--- src/rtl/lcd_ctrl.sv ---
// lcd_ctrl: HD44780-style character LCD write engine (8-bit bus, write-only).
// After reset it optionally waits POR_CYC cycles and writes a fixed four-entry
// init sequence, then accepts one command/data byte per valid/ready handshake.
// Each write runs SETUP -> EN_HI -> HOLD -> EXEC with cycle counts set by the
// parameters. All outputs come straight from flops, so EN cannot glitch.
//
// Ports:
//   clk_i        clock
//   rst_ni       asynchronous active-low reset
//   cmd_valid_i  command request
//   cmd_rs_i     0 = instruction, 1 = data
//   cmd_data_i   byte to write
//   cmd_ready_o  engine can accept a command (IDLE and init complete)
//   init_done_o  init sequence complete, sticky until reset
//   lcd_on_o     LCD power enable
//   lcd_rs_o     LCD register select
//   lcd_rw_o     LCD read/write, always 0 (write)
//   lcd_en_o     LCD enable strobe
//   lcd_data_o   LCD data bus
module lcd_ctrl #(
  parameter int unsigned INIT_EN       = 1,
  parameter int unsigned POR_CYC       = 2000000,
  parameter int unsigned SETUP_CYC     = 2,
  parameter int unsigned EN_CYC        = 25,
  parameter int unsigned HOLD_CYC      = 2,
  parameter int unsigned EXEC_CYC      = 2500,
  parameter int unsigned LONG_EXEC_CYC = 82000
) (
  input  logic       clk_i,
  input  logic       rst_ni,
  input  logic       cmd_valid_i,
  input  logic       cmd_rs_i,
  input  logic [7:0] cmd_data_i,
  output logic       cmd_ready_o,
  output logic       init_done_o,
  output logic       lcd_on_o,
  output logic       lcd_rs_o,
  output logic       lcd_rw_o,
  output logic       lcd_en_o,
  output logic [7:0] lcd_data_o
);

  // Counter reload values: a state lasting N cycles loads N-1; zero counts as one.
  localparam logic [31:0] PorLd      = (POR_CYC == 0)       ? 32'd0 : POR_CYC - 1;
  localparam logic [31:0] SetupLd    = (SETUP_CYC == 0)     ? 32'd0 : SETUP_CYC - 1;
  localparam logic [31:0] EnLd       = (EN_CYC == 0)        ? 32'd0 : EN_CYC - 1;
  localparam logic [31:0] HoldLd     = (HOLD_CYC == 0)      ? 32'd0 : HOLD_CYC - 1;
  localparam logic [31:0] ExecLd     = (EXEC_CYC == 0)      ? 32'd0 : EXEC_CYC - 1;
  localparam logic [31:0] LongExecLd = (LONG_EXEC_CYC == 0) ? 32'd0 : LONG_EXEC_CYC - 1;
  localparam bit          InitOn     = (INIT_EN != 0);

  // The INIT phase has no state of its own: it is the WRITE sequence run with
  // r_init_busy set, so POR_WAIT and each EXEC step straight into the next SETUP.
  typedef enum logic [2:0] {
    StPorWait,
    StIdle,
    StSetup,
    StEnHi,
    StHold,
    StExec
  } state_e;

  state_e      r_state;
  logic [31:0] r_cnt;
  logic [1:0]  r_idx;
  logic        r_init_busy;
  logic        r_ready;
  logic        r_init_done;
  logic        r_lcd_on;
  logic        r_rs;
  logic        r_en;
  logic [7:0]  r_data;

  logic        w_cnt_zero;
  logic        w_long_exec;
  logic        w_take;
  logic        w_done_nxt;

  function automatic logic [7:0] init_rom(input logic [1:0] idx);
    logic [7:0] val;
    unique case (idx)
      2'd0:    val = 8'h38;  // 8-bit bus, 2 lines, 5x8 font
      2'd1:    val = 8'h0C;  // display on, cursor off
      2'd2:    val = 8'h01;  // clear display
      default: val = 8'h06;  // entry mode: increment, no shift
    endcase
    return val;
  endfunction

  assign w_cnt_zero  = (r_cnt == 32'd0);
  // Clear (0x01) and return-home (0x02/0x03) need the long execution wait.
  assign w_long_exec = !r_rs && ((r_data == 8'h01) || (r_data == 8'h02) || (r_data == 8'h03));
  assign w_take      = cmd_valid_i && r_ready;
  assign w_done_nxt  = r_init_done || !InitOn;

  always_ff @(posedge clk_i or negedge rst_ni) begin
    if (!rst_ni) begin
      r_state     <= InitOn ? StPorWait : StIdle;
      r_cnt       <= InitOn ? PorLd : 32'd0;
      r_idx       <= 2'd0;
      r_init_busy <= InitOn;
      r_ready     <= 1'b0;
      r_init_done <= 1'b0;
      r_lcd_on    <= 1'b0;
      r_rs        <= 1'b0;
      r_en        <= 1'b0;
      r_data      <= 8'h00;
    end else begin
      r_lcd_on <= 1'b1;
      case (r_state)
        StPorWait: begin
          if (w_cnt_zero) begin
            r_state <= StSetup;
            r_cnt   <= SetupLd;
            r_idx   <= 2'd0;
            r_rs    <= 1'b0;
            r_data  <= init_rom(2'd0);
          end else begin
            r_cnt <= r_cnt - 32'd1;
          end
        end
        StIdle: begin
          r_init_done <= w_done_nxt;
          if (w_take) begin
            r_state <= StSetup;
            r_cnt   <= SetupLd;
            r_rs    <= cmd_rs_i;
            r_data  <= cmd_data_i;
            r_ready <= 1'b0;
          end else begin
            r_ready <= w_done_nxt;
          end
        end
        StSetup: begin
          if (w_cnt_zero) begin
            r_state <= StEnHi;
            r_cnt   <= EnLd;
            r_en    <= 1'b1;
          end else begin
            r_cnt <= r_cnt - 32'd1;
          end
        end
        StEnHi: begin
          if (w_cnt_zero) begin
            r_state <= StHold;
            r_cnt   <= HoldLd;
            r_en    <= 1'b0;
          end else begin
            r_cnt <= r_cnt - 32'd1;
          end
        end
        StHold: begin
          if (w_cnt_zero) begin
            r_state <= StExec;
            r_cnt   <= w_long_exec ? LongExecLd : ExecLd;
          end else begin
            r_cnt <= r_cnt - 32'd1;
          end
        end
        StExec: begin
          if (!w_cnt_zero) begin
            r_cnt <= r_cnt - 32'd1;
          end else if (r_init_busy && (r_idx != 2'd3)) begin
            r_state <= StSetup;
            r_cnt   <= SetupLd;
            r_idx   <= r_idx + 2'd1;
            r_rs    <= 1'b0;
            r_data  <= init_rom(r_idx + 2'd1);
          end else begin
            // Ready is raised here so it is high on the first IDLE cycle.
            r_state     <= StIdle;
            r_init_busy <= 1'b0;
            r_init_done <= 1'b1;
            r_ready     <= 1'b1;
          end
        end
        default: begin
          r_state <= StIdle;
          r_en    <= 1'b0;
        end
      endcase
    end
  end

  assign cmd_ready_o = r_ready;
  assign init_done_o = r_init_done;
  assign lcd_on_o    = r_lcd_on;
  assign lcd_rs_o    = r_rs;
  assign lcd_rw_o    = 1'b0;
  assign lcd_en_o    = r_en;
  assign lcd_data_o  = r_data;

endmodule
--- config.mk ---
export PLATFORM = sky130hd
export DESIGN_NAME = lcd_ctrl
export DESIGN_NICKNAME = d
export VERILOG_FILES = /design/src/rtl/lcd_ctrl.sv
export SDC_FILE = /design/constraint.sdc
export NUM_CORES = 1
export LEC_CHECK = 0
export BUFFER_PORTS_ARGS = -buffer_cell sky130_fd_sc_hd__buf_4
export CAP_MARGIN = 30
export CELL_PAD_IN_SITES_DETAIL_PLACEMENT = 2
export CELL_PAD_IN_SITES_GLOBAL_PLACEMENT = 2
export CORE_ASPECT_RATIO = 1.75
export CORE_MARGIN = 2
export CORE_UTILIZATION = 33
export DETAILED_ROUTE_END_ITERATION = 8
export GPL_TIMING_DRIVEN = 1
export PLACE_DENSITY_LB_ADDON = 0.1
export SLEW_MARGIN = 0
export SYNTH_ARGS = -nofsm -noshare
export SYNTH_HDL_FRONTEND = slang
export SYNTH_SLANG_ARGS = --single-unit
--- constraint.sdc ---
create_clock -name clk_i -period 2.75 [get_ports clk_i]
set_input_delay 0.4125 -clock clk_i [delete_from_list [all_inputs] [get_ports clk_i]]
set_output_delay 0.4125 -clock clk_i [all_outputs]
set_load 0.01 [all_outputs]
# Yosys cells after proc, flatten, opt, wreduce, memory -nomap -nowiden
# Cells that the tools add are included.
# W data, S select, Z words.
totals:
  reg_bits: 51
  out_inout_bits: 14
  wordCells: 93
  in_bits: 12
classes:
  bitwise_logic: 2
  n_eq_ne: 20
  reduce_logical: 22
  mux: 37
  addsub: 2
op_table:
  columns: ["cell", "count"]
  rows:
  - ["$mux W32", 6]
  - ["$pmux W32 S5", 1]
  - ["$logic_not A32 Y1", 1]
  - ["$mux W8", 4]
  - ["$sub A32 B1 Y32 const B", 1]
  - ["$pmux W8 S3", 1]
  - ["$mux W3", 6]
  - ["$ne A2 B2 Y1 const B", 9]
  - ["$pmux W3 S6", 1]
  - ["$pmux W6 S3", 1]
  - ["$mux W17", 1]
  - ["$eq A8 B2 Y1 const B", 2]
  - ["$reduce_and A3 Y1", 4]
  - ["$eq A8 B1 Y1 const B", 1]
  - ["$mux W1", 8]
  - ["$mux W2", 4]
  - ["$eq A3 B2 Y1 const B", 2]
  - ["$eq A3 B3 Y1 const B", 2]
  - ["$pmux W1 S3", 2]
  - ["$reduce_and A6 Y1", 1]
  - ["$reduce_and A5 Y1", 1]
  - ["$reduce_bool A5 Y1", 1]
  - ["$pmux W2 S2", 1]
  - ["$reduce_and A4 Y1", 1]
  - ["other kinds (16)", 21]

# Longest topological paths before layout
depth:
  depth_word: 7
  mapped_depth: 10
  depth_no_buf: 8

# Least setup slack after synthesis
# OpenSTA, ideal clock, no wires.
synth_timing:
  path_type: "register to register"
  from: "register r_cnt[4]"
  to: "register r_cnt[21]"
  setup_ns: 0.120
  synth_period_minus_slack_ns: 2.623
  required_time_ns: 2.630
  path_slack_ns: 0.127
  stages_incl_launch_ff: 9
  t_arrival_ns: 2.504
  path_cell_list: "dfstp_2 buf_6 or4_4 or4_4 buf_6 or3_4 or3_1 xor2_1 o21ai_2"
synth_via:
  elab_chain_len: 3
  word_cells_on_any_way: 9
  cone_classes: "1 x add/sub; 1 x eq/ne; 5 x mux; 2 x reduce/logical"
synth_rtl:
  columns: ["item", "line", "source"]
  rows:
  - ["from (decl)", "64", "logic [31:0] r_cnt;"]
  - ["from (signal assigned)", "99", "r_cnt <= InitOn ? PorLd : 32'd0;"]
  - ["from (signal assigned)", "114", "r_cnt <= SetupLd;"]
  - ["from (signal assigned)", "119", "r_cnt <= r_cnt - 32'd1;"]
  - ["$sub A32 B1 Y32 / $logic_not A32 Y1 (equally long branches)", null, null]
  - ["$mux W32 (tied with other cells)", "161", "if (!w_cnt_zero) begin"]
  - ["$pmux W32 S5 / $reduce_and A3 Y1 (equally long branches)", null, null]
# Several ways; a longest one is shown, not always the timed one.
# A chain may end at the register's enable or synchronous reset.

# Final worst setup path
# Ends and elaborated chain as after synthesis.

==> PnR_summary.wiki <==
{| class="wikitable"
! Metric !! Value
|-
| Max stage delay cell, worst path || sky130_fd_sc_hd__or4_4
|-
| Share of layout cells above drive strength 1 || 25.8%
|-
| Rows || 46
|-
| Unrepaired setup endpoints after global routing || no
|-
| DRC marker count from the first detailed-route iteration || 95
|-
| Via count of the routed design || 2813
|-
| Die ar. || 10000 µm²
|-
| Mapped Cells || 341
|-
| Overall power of the completed layout || 1.47 mW
|-
| Pre-CTS WS || 172 ps
|-
| PnR worst setup slack || 198 ps
|-
| Setup skew after layout || 4.99 ps
|-
| Seq/Total Area, Yosys || 42.6%
|-
| Count of endpoints failing hold in the final timing report || 0
|-
| Width of the chip || 76.5 µm
|-
| Result of the run || finished clean
|-
| Number of resized instances in the post-cts repair step || 0
|-
| Core outline area || 9040 µm²
|-
| Clk root buf || sky130_fd_sc_hd__clkbuf_16
|-
| Count of pins over their slew limit || 0
|-
| Most used standard cell by instance count after synthesis || sky130_fd_sc_hd__dfrtp_1
|-
| Die Y || 131 µm
|-
| Number of detailed-route iterations in the first pass || 4
|-
| Fraction of the cycle the final worst path needs || 92.8%
|-
| Cell repeated most along the worst path || sky130_fd_sc_hd__or4_4
|-
| Number of diodes added for antenna fixing || 0
|-
| Via density per instance || 5.59
|-
| Synthesis Warnings || 0
|-
| Clock-pin slew of the registers on the worst-case setup and hold paths || 70 ps
|-
| Number of violations of the max-capacitance limit || 0
|-
| Bufs on Longest Clock Path || 2
|-
| Sum of negative setup slack || 0 ps
|-
| Quantity of I/O buffers inserted on ports || 24
|-
| Fmax || 392 MHz
|-
| GRT Util Overall || 21.8%
|-
| Leading cell types by count after synthesis || sky130_fd_sc_hd__dfrtp_1 (37), sky130_fd_sc_hd__o21ai_0 (32), sky130_fd_sc_hd__nor2_1 (28), sky130_fd_sc_hd__nand2_1 (24), sky130_fd_sc_hd__nor3_1 (23)
|-
| Tightest slew margin relative to the limit || 52.1%
|-
| Number of buffers added to fix hold violations after cts || 0
|-
| Required time of the worst setup path || 2940 ps
|-
| Class of the most critical hold timing path || in -> async
|-
| Type of origin of the critical path || flip-flop
|-
| Sum of routed wire length over all layers || 10400 µm
|-
| Data arrival time of the critical path || 2740 ps
|-
| # DRC || 0
|-
| Critical Path Max Stage Delay || 570 ps
|-
| Initial Util || 33.6%
|-
| TritonCTS clock tree || built
|-
| Antenna viol nets, final || 0
|-
| CP max FO || 8
|-
| Worst setup path category || reg -> reg
|-
| LEAKAGE || 1.39 nW
|-
| Primary FF master, synth || sky130_fd_sc_hd__dfrtp_1
|-
| Final HPWL from detailed placement || 7900 µm
|-
| Final std cell area, no fill || 3670 µm²
|-
| Post-synthesis sequential element count || 51
|-
| Time the worst path needs with I/O delays and setup || 2550 ps
|-
| Largest vdd supply drop || 0.000350 V
|-
| CTS Buf Count || 5
|-
| Cells along the critical path || or4_4, or4_4, or3_4, or3_1, xor2_1, o21ai_2
|-
| Placer Congestion || 0.792
|-
| Worst-Skew Late Latency || 290 ps
|-
| Global route overflow || 0
|-
| Post-CTS Setup Bufs || 0
|-
| Count of distinct cell types in the synthesized netlist || 56
|-
| Mean area per synthesized cell || 8.91 µm²
|-
| Net Count, Synth || 359
|-
| Most area-hungry cell type in the Yosys netlist || sky130_fd_sc_hd__dfrtp_1
|-
| Layout overhead on the synthesized area || 20.8%
|-
| Setup-failing EPs final || 0
|-
| Routed length per instance || 20.6 µm
|-
| Number of H-tree branching levels || 2
|-
| Post-synth EDFFs || 0
|-
| Power per cell area || 401 nW/µm²
|-
| Maximum number of pins on one net before global-route repair || 52
|-
| Netlist area before placement || 3040 µm²
|-
| Initial antenna violation count || 0
|-
| Num ports || 26
|-
| Final Net Count || 400
|-
| Global-route wire length before repair || 16700 µm
|-
| Synth area leaders || sky130_fd_sc_hd__dfrtp_1 (30%), sky130_fd_sc_hd__dfstp_2 (12%), sky130_fd_sc_hd__o21ai_0 (5.3%)
|-
| Fraction of synthesis flops using an asynchronous set or reset pin || 100%
|-
| Top-area cell type share of the netlist area || 30.5%
|-
| Element type at the critical path end || flip-flop
|-
| Slew at the pin closest to its max-slew limit || 719 ps
|-
| CTS sink count || 51
|-
| Number of global-route vias before repair || 3125
|-
| Cell area after placement || 3500 µm²
|}
-- final cells by class --
type                            count  area [µm²]
Clock buffer                        8         156
Fill cell                        1023        5370
Inverter                            9        33.8
Multi-Input combinational cell    261        1630
Timing Repair Buffer               54         405
Sequential cell                    51        1290
Tap cell                          120         150
-- flip-flops by register name, summed over array words and instances (netlist names) --
| register | cells |
|---|---|
| r_cnt | 32 |
| lcd_data_o | 8 |
| lcd_rs_o | 1 |
| lcd_on_o | 1 |
| lcd_en_o | 1 |
| init_done_o | 1 |
| r_idx | 2 |
| r_init_busy | 1 |
| r_state | 3 |
| cmd_ready_o | 1 |
-- worst max-delay path, delay by kind of cell, from the launching register on --
| kind | cells | cell delay (ps) |
|---|---|---|
| AND/OR/NAND/NOR | 4 | 1800 |
| flip-flops | 1 | 410 |
| XOR/XNOR | 1 | 170 |
| AO/OA/AOI/OAI | 1 | 60 |
-- worst paths after layout --
check                           from             to  depth (start not counted)  slack, ps
setup / recovery            r_cnt[4]      r_cnt[21]                          6        200
hold / removal                rst_ni       r_idx[0]                          1        160
setup reg to reg            r_cnt[4]      r_cnt[21]                          6        200
hold reg to reg            r_cnt[23]      r_cnt[23]                          1        480
max in group asynchronous     rst_ni  lcd_data_o[7]                          1       2090
min in group clk_i          cmd_rs_i       lcd_rs_o                          2        350
-- per-stage QoR --
| stage | utilization [%] | cells | hold WS [ps] |
|---|---|---|---|
| 6_report | 40.6 | 503 | 165 |
| 3_3_place_gp | 38.8 | 495 | 462 |
| 2_1_floorplan | - | 341 | 117 |
| 4_1_cts | 40.5 | 503 | 205 |
| 3_5_place_dp | 38.8 | 495 | 470 |
| 5_1_grt | 40.6 | 503 | 211 |
-- metal layers --
metal,wire length [µm],share of wire (%),up-vias,track usage [%]
li1,-,-,1322,-
met1,3740,36,1434,21.7
met2,6090,59,40,45.2
met3,216,2.1,17,2.20
met4,316,3.0,0,9.30
met5,0,0,-,0
-- logic make-up after synthesis --
group | share of synthesized area [%]
adders and majority gates | 2.80
muxes | 3.87
xor gates and xnor gates | 2.02
and+or+nand+nor | 24.4
buffers and inverters | 4.28
other | 0.247
AOI/OAI and AO/OA | 19.8
DFF | 42.6
-- cell usage in the layout, fill, tap and decap left out, types with 4 or more instances in the layout --
cell type and count:
sky130_fd_sc_hd__inv_1 9, sky130_fd_sc_hd__mux2_2 6, sky130_fd_sc_hd__nor4_1 9, sky130_fd_sc_hd__o21ai_0 32
sky130_fd_sc_hd__nor2_1 27, sky130_fd_sc_hd__nand3_1 9, sky130_fd_sc_hd__nor3_1 23, sky130_fd_sc_hd__clkbuf_16 5
sky130_fd_sc_hd__a21o_1 5, sky130_fd_sc_hd__a21oi_1 22, sky130_fd_sc_hd__buf_4 54, sky130_fd_sc_hd__or2_2 4
sky130_fd_sc_hd__a31oi_1 6, sky130_fd_sc_hd__nand4_1 4, sky130_fd_sc_hd__nor2b_1 10, sky130_fd_sc_hd__dfrtp_1 37
sky130_fd_sc_hd__ha_1 6, sky130_fd_sc_hd__a22o_1 10, sky130_fd_sc_hd__or4_1 4, sky130_fd_sc_hd__dfstp_2 14
sky130_fd_sc_hd__mux2i_1 5, sky130_fd_sc_hd__xor2_1 4, sky130_fd_sc_hd__nand2_1 24
-- power breakdown --
part	switching (mW)	internal (mW)	total, mW
registers	0.00209	0.754	0.756
logic	0.0243	0.0167	0.0410
clock network	0.286	0.389	0.675
total	0.312	1.16	1.47
Power figures use the tool's default switching activity.
